## src/rtl/mcu_subsys_mem_loader.sv

```systemverilog
// mcu_subsys_mem_loader: packs a byte stream into SRAM words, reads the region back and checks its byte sum
module mcu_subsys_mem_loader #(
  parameter int LEN_W = 16
) (
  input  logic             clk,
  input  logic             rst_n,
  input  logic             start,
  input  logic [31:0]      base_addr,
  input  logic [LEN_W-1:0] len,
  input  logic             s_valid,
  input  logic [7:0]       s_data,
  output logic             s_ready,
  output logic             mem_valid,
  input  logic             mem_ready,
  output logic [31:0]      mem_addr,
  output logic [31:0]      mem_wdata,
  output logic [3:0]       mem_wstrb,
  input  logic [31:0]      mem_rdata,
  output logic             busy,
  output logic             done,
  output logic             err,
  output logic [31:0]      checksum
);
  typedef enum logic [2:0] {IDLE, COLLECT, WR_REQ, WR_GAP, RD_REQ, RD_GAP, DONE} state_t;
  state_t           state;
  logic [31:0]      base, rsum, rd_add;
  logic [LEN_W-1:0] len_r, cnt, rd_rem;
  logic             last_byte;
  assign last_byte = cnt == len_r - LEN_W'(1);
  // byte sum of only those lanes that were written for the word being read back
  always_comb begin
    rd_add = '0;
    for (int i = 0; i < 4; i++)
      rd_add = rd_add + ((rd_rem > LEN_W'(i)) ? {24'd0, mem_rdata[8*i +: 8]} : 32'd0);
  end
  // transfer sequencer: collect a word, write it, then read every word back and compare sums
  always_ff @(posedge clk or negedge rst_n) begin
    if (!rst_n) begin
      state     <= IDLE;
      base      <= '0;
      len_r     <= '0;
      cnt       <= '0;
      rd_rem    <= '0;
      rsum      <= '0;
      s_ready   <= 1'b0;
      mem_valid <= 1'b0;
      mem_addr  <= '0;
      mem_wdata <= '0;
      mem_wstrb <= '0;
      busy      <= 1'b0;
      done      <= 1'b0;
      err       <= 1'b0;
      checksum  <= '0;
    end else begin
      case (state)
        IDLE: if (start) begin
          base      <= base_addr & ~32'd3;
          mem_addr  <= base_addr & ~32'd3;
          len_r     <= len;
          cnt       <= '0;
          rsum      <= '0;
          checksum  <= '0;
          err       <= 1'b0;
          mem_wdata <= '0;
          mem_wstrb <= '0;
          busy      <= 1'b1;
          if (len == '0) begin
            done  <= 1'b1;
            state <= DONE;
          end else begin
            s_ready <= 1'b1;
            state   <= COLLECT;
          end
        end
        COLLECT: if (s_valid) begin
          mem_wdata[{cnt[1:0], 3'b000} +: 8] <= s_data;
          mem_wstrb[cnt[1:0]]                <= 1'b1;
          checksum                           <= checksum + {24'd0, s_data};
          cnt                                <= cnt + LEN_W'(1);
          if (cnt[1:0] == 2'd3 || last_byte) begin
            s_ready   <= 1'b0;
            mem_valid <= 1'b1;
            state     <= WR_REQ;
          end
        end
        WR_REQ: if (mem_ready) begin
          mem_valid <= 1'b0;
          state     <= WR_GAP;
        end
        WR_GAP: begin
          mem_wdata <= '0;
          mem_wstrb <= '0;
          if (cnt != len_r) begin
            mem_addr <= mem_addr + 32'd4;
            s_ready  <= 1'b1;
            state    <= COLLECT;
          end else begin
            mem_addr  <= base;
            rd_rem    <= len_r;
            mem_valid <= 1'b1;
            state     <= RD_REQ;
          end
        end
        RD_REQ: if (mem_ready) begin
          rsum      <= rsum + rd_add;
          rd_rem    <= (rd_rem > LEN_W'(4)) ? rd_rem - LEN_W'(4) : '0;
          mem_valid <= 1'b0;
          state     <= RD_GAP;
        end
        RD_GAP: if (rd_rem != '0) begin
          mem_addr  <= mem_addr + 32'd4;
          mem_valid <= 1'b1;
          state     <= RD_REQ;
        end else begin
          done  <= 1'b1;
          err   <= rsum != checksum;
          state <= DONE;
        end
        DONE: begin
          done  <= 1'b0;
          busy  <= 1'b0;
          state <= IDLE;
        end
        default: state <= IDLE;
      endcase
    end
  end
endmodule

```

## config.mk

```make
export PLATFORM = sky130hd
export DESIGN_NAME = mcu_subsys_mem_loader
export DESIGN_NICKNAME = d
export VERILOG_FILES = /design/src/rtl/mcu_subsys_mem_loader.sv
export SDC_FILE = /design/constraint.sdc
export NUM_CORES = 1
export LEC_CHECK = 0
export CELL_PAD_IN_SITES_DETAIL_PLACEMENT = 1
export CELL_PAD_IN_SITES_GLOBAL_PLACEMENT = 1
export CORE_MARGIN = 2
export CORE_UTILIZATION = 45
export CTS_BUF_LIST = sky130_fd_sc_hd__clkbuf_16
export CTS_CLUSTER_DIAMETER = 30
export DETAILED_ROUTE_END_ITERATION = 8
export PLACE_DENSITY_LB_ADDON = 0.1
export SLEW_MARGIN = 15
export SYNTH_ARGS = -nofsm -noshare
export SYNTH_HDL_FRONTEND = slang
export SYNTH_SLANG_ARGS = --single-unit
```

## constraint.sdc

```tcl
create_clock -name clk -period 10.49 [get_ports clk]
set_input_delay 1.049 -clock clk [delete_from_list [all_inputs] [get_ports clk]]
set_output_delay 1.049 -clock clk [all_outputs]
set_load 0.05 [all_outputs]
```

Word level (Yosys, flattened, before mapping). Index checks and enable logic that the tools add are counted.

$add $sub $neg: 10. $lt $le $gt $ge: 7. Eq/ne operators: 22. Shifts and indexed selects: 2. Muxes and demuxes: 58. Bitwise logic cells: 1. Reduce and logical (&&, ||, !) cells: 27.

Operators with widths (count): $mux 32 (7); $pmux 32 s3 (2); $pmux 32 s2 (2); $mux 16 (5); $pmux 16 s2 (2); $add 32x11->32 (1); $add 32x3->32 const B (1); $add 32x8->32 (1); $bwmux 32 (1); $gt 16x1->1 const B (2); $gt 16x2->1 const B (2); $mux 8 (4); $ne 32x32->1 (1); $shift 8x7->32 const A (1); $shiftx 8x7->32 (1); $ne 2x2->1 const B (11); $mux 3 (7); $pmux 3 s6 (1); $reduce_and 3->1 (6); $mux 1 (17); $add 16x1->16 const B (1); $eq 16x16->1 (1); $gt 16x3->1 const B (1); $logic_not 16->1 (1); other kinds (34) (48).

Bits in registers: 218. Input port bits: 93. Output and inout bits: 105.

Logic depth before layout (Yosys ltp). Gate-level depths: netlist (run 1).

Word-level depth: 8. Mapped depth: 21.

Least setup slack after synthesis (run 1). OpenSTA, ideal clock, no wires.

Kind: register -> register. From: register rd_rem[11]. To: register rsum[31]. Library setup time: 0.079 ns. Data arrival time: 4.910 ns. Setup slack: 5.501 ns. Cell stages (with the launch flop): 20. Period minus slack after synthesis: 4.989 ns. Cells stage by stage: dfrtp_1 nor4_1 and4_1 nand3_1 clkbuf_1 and2_1 fa_1 inv_1 fa_1 fa_1 inv_1 ha_1 fa_1 a21oi_1 o211ai_1 o21bai_1 o31ai_2 and3_1 nand3_1 mux2i_1.

Cells in the longest elaborated chain, start to end: 8. Elaborated cells on any way between the ends: 14. Those cells by class: add/sub (4); order compare (4); mux (6).

RTL lines: start, declared (line 27) `logic [LEN_W-1:0] len_r, cnt, rd_rem;`; start signal, assigned (line 99) `rd_rem <= len_r;`; start signal, assigned (line 106) `rd_rem <= (rd_rem > LEN_W'(4)) ? rd_rem - LEN_W'(4) : '0;`; $gt 16x1->1 (line 34) `rd_add = rd_add + ((rd_rem > LEN_W'(i)) ? {24'd0, mem_rdata[8*i +: 8]} : 32'd0);`; $mux 8 (line 34); $add 8x8->9 (line 34); $add 9x8->10 (line 34); $add 10x8->11 * (line 34); $add 32x11->32 * (line 105) `rsum <= rsum + rd_add;`; $mux 32 * (line 104) `RD_REQ: if (mem_ready) begin`; $pmux 32 s2 * (line 55) `case (state)`; end signal, assigned (line 105); end, declared (line 26) `logic [31:0] base, rsum, rd_add;`.

Mark *: on every way between the ends. The rest lies on a longest branch, timed or not. The select of a mux whose other input is x is not followed. A chain may end at the register's enable or synchronous reset.

Worst setup path in the final report (run 1). Ends and elaborated chain as after synthesis.

==> metrics.md, run 1 <==
| Metric | Value |
|---|---|
| Worst Setup Start Kind | register |
| Row count | 62 |
| Drt drc | 0 |
| Yosys cell types | 80 |
| WS Path Type | reg2reg |
| Boundary pin count | 198 |
| Area share of and/or/nand/nor cells after synthesis | 0.232 |
| Cell family with most CP delay | simple AND/OR/NAND/NOR gates |
| Count of hold-fix buffers inserted at cts | 0 |
| Max Root-Sink Buffers | 3 |
| Vias | 12,600 |
| Crit path cell chain | nor4_1 > and4_1 > nand3_1 > and2_1 > fa_1 > inv_1 > fa_1 > fa_1 > inv_1 > ha_1 > fa_1 > a21oi_1 > o211ai_1 > o21bai_1 > o31ai_2 > and3_1 > nand3_1 > mux2i_1 |
| Total Neg Setup Slack | 0 ns |
| Post-CTS setup buffer count | 0 |
| Largest net degree at the start of global routing | 84 |
| Synth Area in Adders | 0.0655 |
| Max_cap viols | 0 |
| Final setup viols | 0 |
| Die Width | 176 um |
| Setup crit end kind | register |
| GRT Residual Overflow | 0 |
| Routability Congestion | 0.848 |
| Final setup margin | 4.07 ns |
| Slowest Stage Delay on Critical Path | 0.75 ns |
| Initial antenna violation count | 1 |
| Tmin final | 6.42 ns |
| Cell taking the most area after synthesis | dfrtp_1 |
| Hold Vio Cnt, Final | 0 |
| DR vias/cell | 5.87 |
| PwrDens | 278 nW/um^2 |
| Drt total wl | 44,600 um |
| Wire per inst | 20.7 um |
| Drt pass-1 iters | 5 |
| Root Driver | clkbuf_16 |
| CTS tree | built |
| Most used cell, CP | fa_1 |
| Post-synthesis sequential area ratio | 0.408 |
| Die height | 176 um |
| Die footprint | 30,800 um^2 |
| Core ar. | 28,900 um^2 |
| LEAKAGE | 7.53 nW |
| Clock slew at the register clock pins of the worst setup and hold paths | 0.05 ns |
| Total power | 0.00483 W |
| #FFs+latches synth | 216 |
| Post-CTS sizing | 0 |
| Post-Route Skew | 0.0228 ns |
| Synth Instances | 1,538 |
| Final Max Slew Viols | 0 |
| Rel. slew slack | 0.340 |
| Critical path peak fanout | 11 |
| Number of global-route vias before repair | 13,400 |
| First-pass GRT wire length | 71,800 um |
| Mux cell area share after synthesis | 0.00463 |
| GR Util All Layers | 0.289 |
| Worst Path Buf+Inv | 2 |
| Max H-tree Level | 2 |
| Required @ worst endpoint | 10.96 ns |
| CP arrival | 6.89 ns |
| Buffers on Ports | 193 |
| Total number of yosys warnings | 0 |
| Netlist Area Pre-Place | 13,300 um^2 |
| Top_reg_cell synth | dfrtp_1 |
| IR drop worst, VDD | 0.000191 V |
| Detailed-placement wirelength estimate | 29,600 um |
| TritonCTS Buffers | 53 |
| Pre-CTS setup slack | 4.20 ns |
| Worst-Margin Slew | 0.983 ns |
| Antenna Nets Post-Route | 0 |
| Period utilisation layout | 0.612 |
| R2R Setup Slk | 4.07 ns |
| Worst hold path class | reg2reg |
| Share of the synthesized area in the top cell type | 0.408 |
| Post-synth EDFFs | 0 |
| Avg Inst Size Synth | 8.62 um^2 |
| Fmax | 156 MHz |
| Initial DRC count | 876 |
| Run status | finished, final reports clean |
| RSZ-0062 raised after global routing | no |
| Net count reported at finish | 1,872 |
| Largest family of logic cells by synthesized area | simple AND/OR/NAND/NOR gates |
| Initial core utilization | 0.459 |
| Post-synthesis compound-gate area fraction | 0.170 |
| Clk_lat worst skew | 0.56 ns |
| Synth-to-layout area growth | 30.9% |
| Sink Count | 216 |
| XOR/XNOR Fraction of Synth Area | 0.0714 |
| Hold slack | 0.473 ns |
| CP max stage cell | nor4_1 |
| FFs w/ async S/R, synth | 1.00 |
| Area contributors post-synth | dfrtp_1 (41%), nand2_1 (7.2%), xnor2_1 (4.8%), o21ai_0 (4.2%), fa_1 (3.6%) |
| Layout cells sized above 1 | 0.0815 |
placed cells by master, fill, tap and decap left out, types with 9 or more instances in the layout:
master           instances
nand2_1                253
nand4_1                 38
a22o_1                  24
bufinv_16                9
a31oi_1                 12
nor3b_1                 11
clkinv_2                 9
xnor2_1                 73
dfrtp_1                216
a21oi_1                 68
and2_1                  17
a31o_2                   9
o21ai_1                 11
o21ai_0                110
clkdlybuf4s50_1        192
inv_1                   81
clkinvlp_4              11
clkbuf_16               53
ha_1                    31
nor3_1                  38
a221oi_1                16
and3_1                  13
xor2_1                  35
a22oi_1                 12
fa_1                    24
nor4_1                  28
buf_4                   17
nand3_1                 63
nand2b_1                10
and4_1                  11
nor2_1                 123
or3_1                   10
kinds of logic (layout without fill, tap and decap cells):
| kind of cell | after synthesis | in the layout |
|---|---|---|
| compound gates | 345 | 345 |
| buf+inv | 160 | 388 |
| xor+xnor | 108 | 108 |
| fa+ha+maj | 55 | 55 |
| simple gates | 647 | 647 |
| other cells | 1 | 3 |
| flops | 216 | 216 |
| mux | 6 | 6 |
final cells by class:
| class | count | area, um^2 |
|---|---|---|
| diodes | 1 | 2.50 |
| clock buffers | 53 | 1330 |
| clock inverters | 45 | 531 |
| fillers | 3334 | 11500 |
| inverters | 80 | 300 |
| multi-input cells | 1163 | 7240 |
| flip-flops and latches | 216 | 5410 |
| well taps | 384 | 480 |
| repair buffers | 210 | 2060 |
routing by layer:
layer / part of all wire / routed length, um / vias up / track usage
met5: 0 / 0 / - / 0
met4: 0.018 / 799 / 0 / 0.0747
li1: - / - / 5803 / -
met3: 0.045 / 2000 / 59 / 0.0444
met1: 0.45 / 19900 / 6464 / 0.389
met2: 0.49 / 21900 / 299 / 0.487
registers in the layout, summed over array words and instances, names as in the netlist, 3 cells and up:
signal     count
state          3
len_r         16
base          30
rsum          32
mem_addr      30
rd_rem        16
cnt           16
mem_wstrb      4
mem_wdata     32
checksum      32
tightest hold or removal path, delay by kind of cell, from the launching register on:
kind / cells / cell delay, ns
DFF: 1 / 0.34
and+or+nand+nor: 2 / 0.10
synthesized netlist by cell type, types with 8 or more instances:
library cell and count:
a21o_1 8, a21oi_1 68, a221oi_1 16, a222oi_1 8, a22o_1 24, a22oi_1 12
a31o_2 9, a31oi_1 13, and2_1 17, and3_1 13, and4_1 11, buf_2 10
clkbuf_1 58, dfrtp_1 216, fa_1 24, ha_1 31, inv_1 79, nand2_1 253
nand2b_1 10, nand3_1 63, nand4_1 38, nor2_1 123, nor3_1 39, nor3b_1 11
nor4_1 28, o21ai_0 110, o21ai_1 12, or3_1 10, xnor2_1 73, xor2_1 35
power by group:
part | leakage (nW) | total, W | switching, W | internal [W]
combinational | 3.82 | 0.00181 | 0.00120 | 0.000613
sequential | 2.82 | 0.00131 | 0.000282 | 0.00103
clock | 0.887 | 0.00170 | 0.000553 | 0.00115
total | 7.53 | 0.00483 | 0.00203 | 0.00279
path summary, 6_finish.rpt:
path	from	end	depth (start not counted)
min reg2reg	base[22]$_DFFE_PN0P_	base[22]$_DFFE_PN0P_	2
max	rd_rem[11]$_DFFE_PN0P_	rsum[31]$_DFFE_PN0P_	18
max in group asynchronous	rst_n	rsum[28]$_DFFE_PN0P_	2
min	base[22]$_DFFE_PN0P_	base[22]$_DFFE_PN0P_	2
max reg2reg	rd_rem[11]$_DFFE_PN0P_	rsum[31]$_DFFE_PN0P_	18
min in group asynchronous	rst_n	cnt[7]$_DFFE_PN0P_	1
metrics by stage:
stage	std cells	util	cell area [um^2]
CTS	2151	0.601	17300
floorplan	1539	-	13300
finish	2152	0.601	17300
detailed placement	2053	0.537	15500
global placement	2053	0.537	15500
global route	2152	0.601	17300
Note: power is estimated with default switching activity, not from simulation.
==> run 2: changes to the inputs <==
Settings changed: CORE_UTILIZATION 45 to 42.
Clock period 10.49 ns to 6.15 ns, I/O delays scaled along.
==> run 2 against run 1 <==
Compared with the run above:
- flip-flop and latch count unchanged
- wire length increased by 0.65%
- cell count increased by 1.7%
- clock power increased by 78%
- critical endpoint unchanged
- global-route usage decreased by 1.6 points
- highest routed layer is now met5
==> metrics.md, run 2 (same netlist as run 1, synthesis figures left out) <==
| Metric | Value |
|---|---|
| IR drop worst, VDD | 0.000322 V (+68%) |
| Critical path depth in cells | 19 (+1) |
| Initial core utilization | 0.423 (-0.0360) |
| WS Path Type | reg2reg |
| Core ar. | 31,300 um^2 (+8.5%) |
| Design area | 17,500 um^2 (+1.2%) |
| Placed inst area | 15,600 um^2 (+0.41%) |
| CP max stage cell | o31ai_2 |
| CP arrival | 5.99 ns (-0.90 ns) |
| Internal power | 0.00489 W (+75%) |
| Worst Setup Start Kind | register |
| Die height | 182 um (+3.4%) |
| Setup crit end kind | register |
| Largest net degree at the start of global routing | 136 (+62%) |
| Post-CTS setup buffer count | 0 (unchanged) |
| RSZ-0062 raised after global routing | no |
| R2R Setup Slk | 0.61 ns (-3.46 ns) |
| Cell family with most CP delay | adder cells |
| Fillers | 3,594 (+7.8%) |
| Most used cell, CP | fa_1 |
| Most frequent cells in the layout | nand2_1 (253), dfrtp_1 (216), clkdlybuf4s50_1 (192) |
| Vias | 12,600 (+0.15%) |
| GRT Residual Overflow | 0 (unchanged) |
| R2r endpoint | rsum[31]$_DFFE_PN0P_ |
| Die footprint | 33,000 um^2 (+7.0%) |
| Sink Count | 216 (unchanged) |
| Hold slack | 0.0394 ns (-0.433 ns) |
| Post-Route Skew | 0.0226 ns (-0.000184 ns) |
| Required @ worst endpoint | 6.59 ns (-4.37 ns) |
| DR vias/cell | 5.78 (-1.5%) |
| First-pass GRT wire length | 72,300 um (+0.70%) |
| Count of hold-fix buffers inserted at cts | 0 (unchanged) |
| Initial antenna violation count | 5 (+4) |
| Row count | 65 (+4.8%) |
| Layout cells sized above 1 | 0.0831 (+0.00156) |
| Worst Path Buf+Inv | 3 (+1) |
| Reg2reg path depth | 19 (+1) |
| Max Root-Sink Buffers | 3 (unchanged) |
| Commonest non-fill, non-tap cell in the layout | nand2_1 |
| Worst-Margin Slew | 1.02 ns (+0.0329 ns) |
| Clk_lat worst skew | 0.57 ns (about the same) |
| Final Max Slew Viols | 0 (unchanged) |
| Total Neg Setup Slack | 0 ns (unchanged) |
| Max H-tree Level | 2 (unchanged) |
| GR Util All Layers | 0.272 (-0.0162) |
| Number of global-route vias before repair | 13,400 (-0.25%) |
| Drt total wl | 44,900 um (+0.65%) |
| Routability Congestion | 0.853 (+0.52%) |
| Buffers on Ports | 193 (unchanged) |
| Final setup viols | 0 (unchanged) |
| Layout Cells excl Fill | 2,188 (+1.7%) |
| LEAKAGE | 7.64 nW (+1.5%) |
| CP endpoint | rsum[31]$_DFFE_PN0P_ |
| Hold Vio Cnt, Final | 0 (unchanged) |
| Boundary pin count | 198 (unchanged) |
| PwrDens | 475 nW/um^2 (+71%) |
| FF-to-FF Start | rd_rem[4]$_DFFE_PN0P_ |
| CTS tree | built |
| Critical path startpoint | rd_rem[4]$_DFFE_PN0P_ |
| Clock power frac | 0.362 (+0.009) |
| Slowest Stage Delay on Critical Path | 0.68 ns (-0.07 ns) |
| Net Sw Power | 0.00345 W (+70%) |
| Wire per inst | 20.5 um (-1.0%) |
| Rel. slew slack | 0.317 (-0.0232) |
| Root Driver | clkbuf_16 |
| Combinational power share | 0.369 (-0.006) |
| Die Width | 182 um (+3.4%) |
| Tmin final | 5.54 ns (-0.877 ns) |
| Antenna Nets Post-Route | 0 (unchanged) |
| Drt drc | 0 (unchanged) |
| Clock slew at the register clock pins of the worst setup and hold paths | 0.05 ns (about the same) |
| Period utilisation layout | 0.901 (+0.289) |
| Initial DRC count | 649 (-26%) |
| Worst hold path class | in2async |
| Post-CTS sizing | 0 (unchanged) |
| Total power | 0.00834 W (+73%) |
| Synth-to-layout area growth | 32.4% |
| Run status | finished, final reports clean |
| Net count reported at finish | 1,882 (+0.53%) |
| Max_cap viols | 0 (unchanged) |
| Crit path cell chain | nor4_1 > and4_1 > nand3_1 > buf_4 > and2_1 > fa_1 > inv_1 > fa_1 > fa_1 > inv_1 > ha_1 > fa_1 > a21oi_1 > o211ai_1 > o21bai_1 > o31ai_2 > and3_1 > nand3_1 > mux2i_1 |
| Sequential power share | 0.269 (-0.003) |
| TritonCTS Buffers | 60 (+13%) |
| Placed insts | 2,074 (+1.0%) |
| Critical path peak fanout | 8 (-3) |
| Drt pass-1 iters | 5 (unchanged) |
| Detailed-placement wirelength estimate | 30,400 um (+2.7%) |
| Fmax | 180 MHz (+16%) |
| Net Sw Frac | 0.413 (-0.00791) |
| Largest registers | checksum x32, mem_wdata x32, rsum x32 |
==> run 2: cell type report <==
| class | instances | area, um^2 | share of cell area |
|---|---|---|---|
| tap | 402 | 503 | 0.0287 |
| timing repair buffer | 213 | 2100 | 0.120 |
| antenna | 4 | 10.0 | 0.000570 |
| inverter | 80 | 300 | 0.0171 |
| clock inverter | 48 | 428 | 0.0244 |
| clock buffer | 62 | 1550 | 0.0884 |
| sequential | 216 | 5410 | 0.308 |
| multi-input combinational | 1163 | 7250 | 0.413 |
==> run 2: worst register-to-register path: cells and delay by family, from the launching register on <==
family	cells	cell delay, ns
simple gates	6	1.46
flops	1	0.42
compound gates	4	1.28
mux	1	0.13
buf+inv	3	0.37
fa+ha+maj	5	1.78
==> run 2: metrics by stage <==
step	worst slack, ns	utilization
floorplan	1.16	-
global placement	0.767	0.497
detailed placement	0.667	0.497
CTS	0.582	0.560
global route	0.260	0.560
finish	0.609	0.560
==> run 2: power groups by stage <==
stage          clock (W)  combinational [W]  sequential (W)
3_3_place_gp           0            0.00294         0.00224
4_1_cts          0.00305            0.00309         0.00224
2_1_floorplan          0            0.00159         0.00259
5_1_grt          0.00314            0.00335         0.00230
6_report         0.00302            0.00308         0.00224
3_5_place_dp           0            0.00304         0.00225
==> run 2: metal layers <==
metal / global-route usage / part of all wire / up-vias
li1: - / - / 5843
met1: 0.357 / 0.44 / 6368
met2: 0.454 / 0.48 / 347
met3: 0.0519 / 0.056 / 84
met4: 0.0914 / 0.028 / 2
met5: 0 / 0.00029 / -
==> run 2: worst min-delay path by stage <==
stage | slack [ns] | to | start
detailed placement | 0.47 | base[6]$_DFFE_PN0P_ | base[6]$_DFFE_PN0P_
global route | 0.10 | len_r[8]$_DFFE_PN0P_ | rst_n
global placement | 0.46 | base[14]$_DFFE_PN0P_ | base[14]$_DFFE_PN0P_
floorplan | 0.32 | base[10]$_DFFE_PN0P_ | rst_n
finish | 0.04 | len_r[8]$_DFFE_PN0P_ | rst_n
CTS | 0.07 | len_r[8]$_DFFE_PN0P_ | rst_n
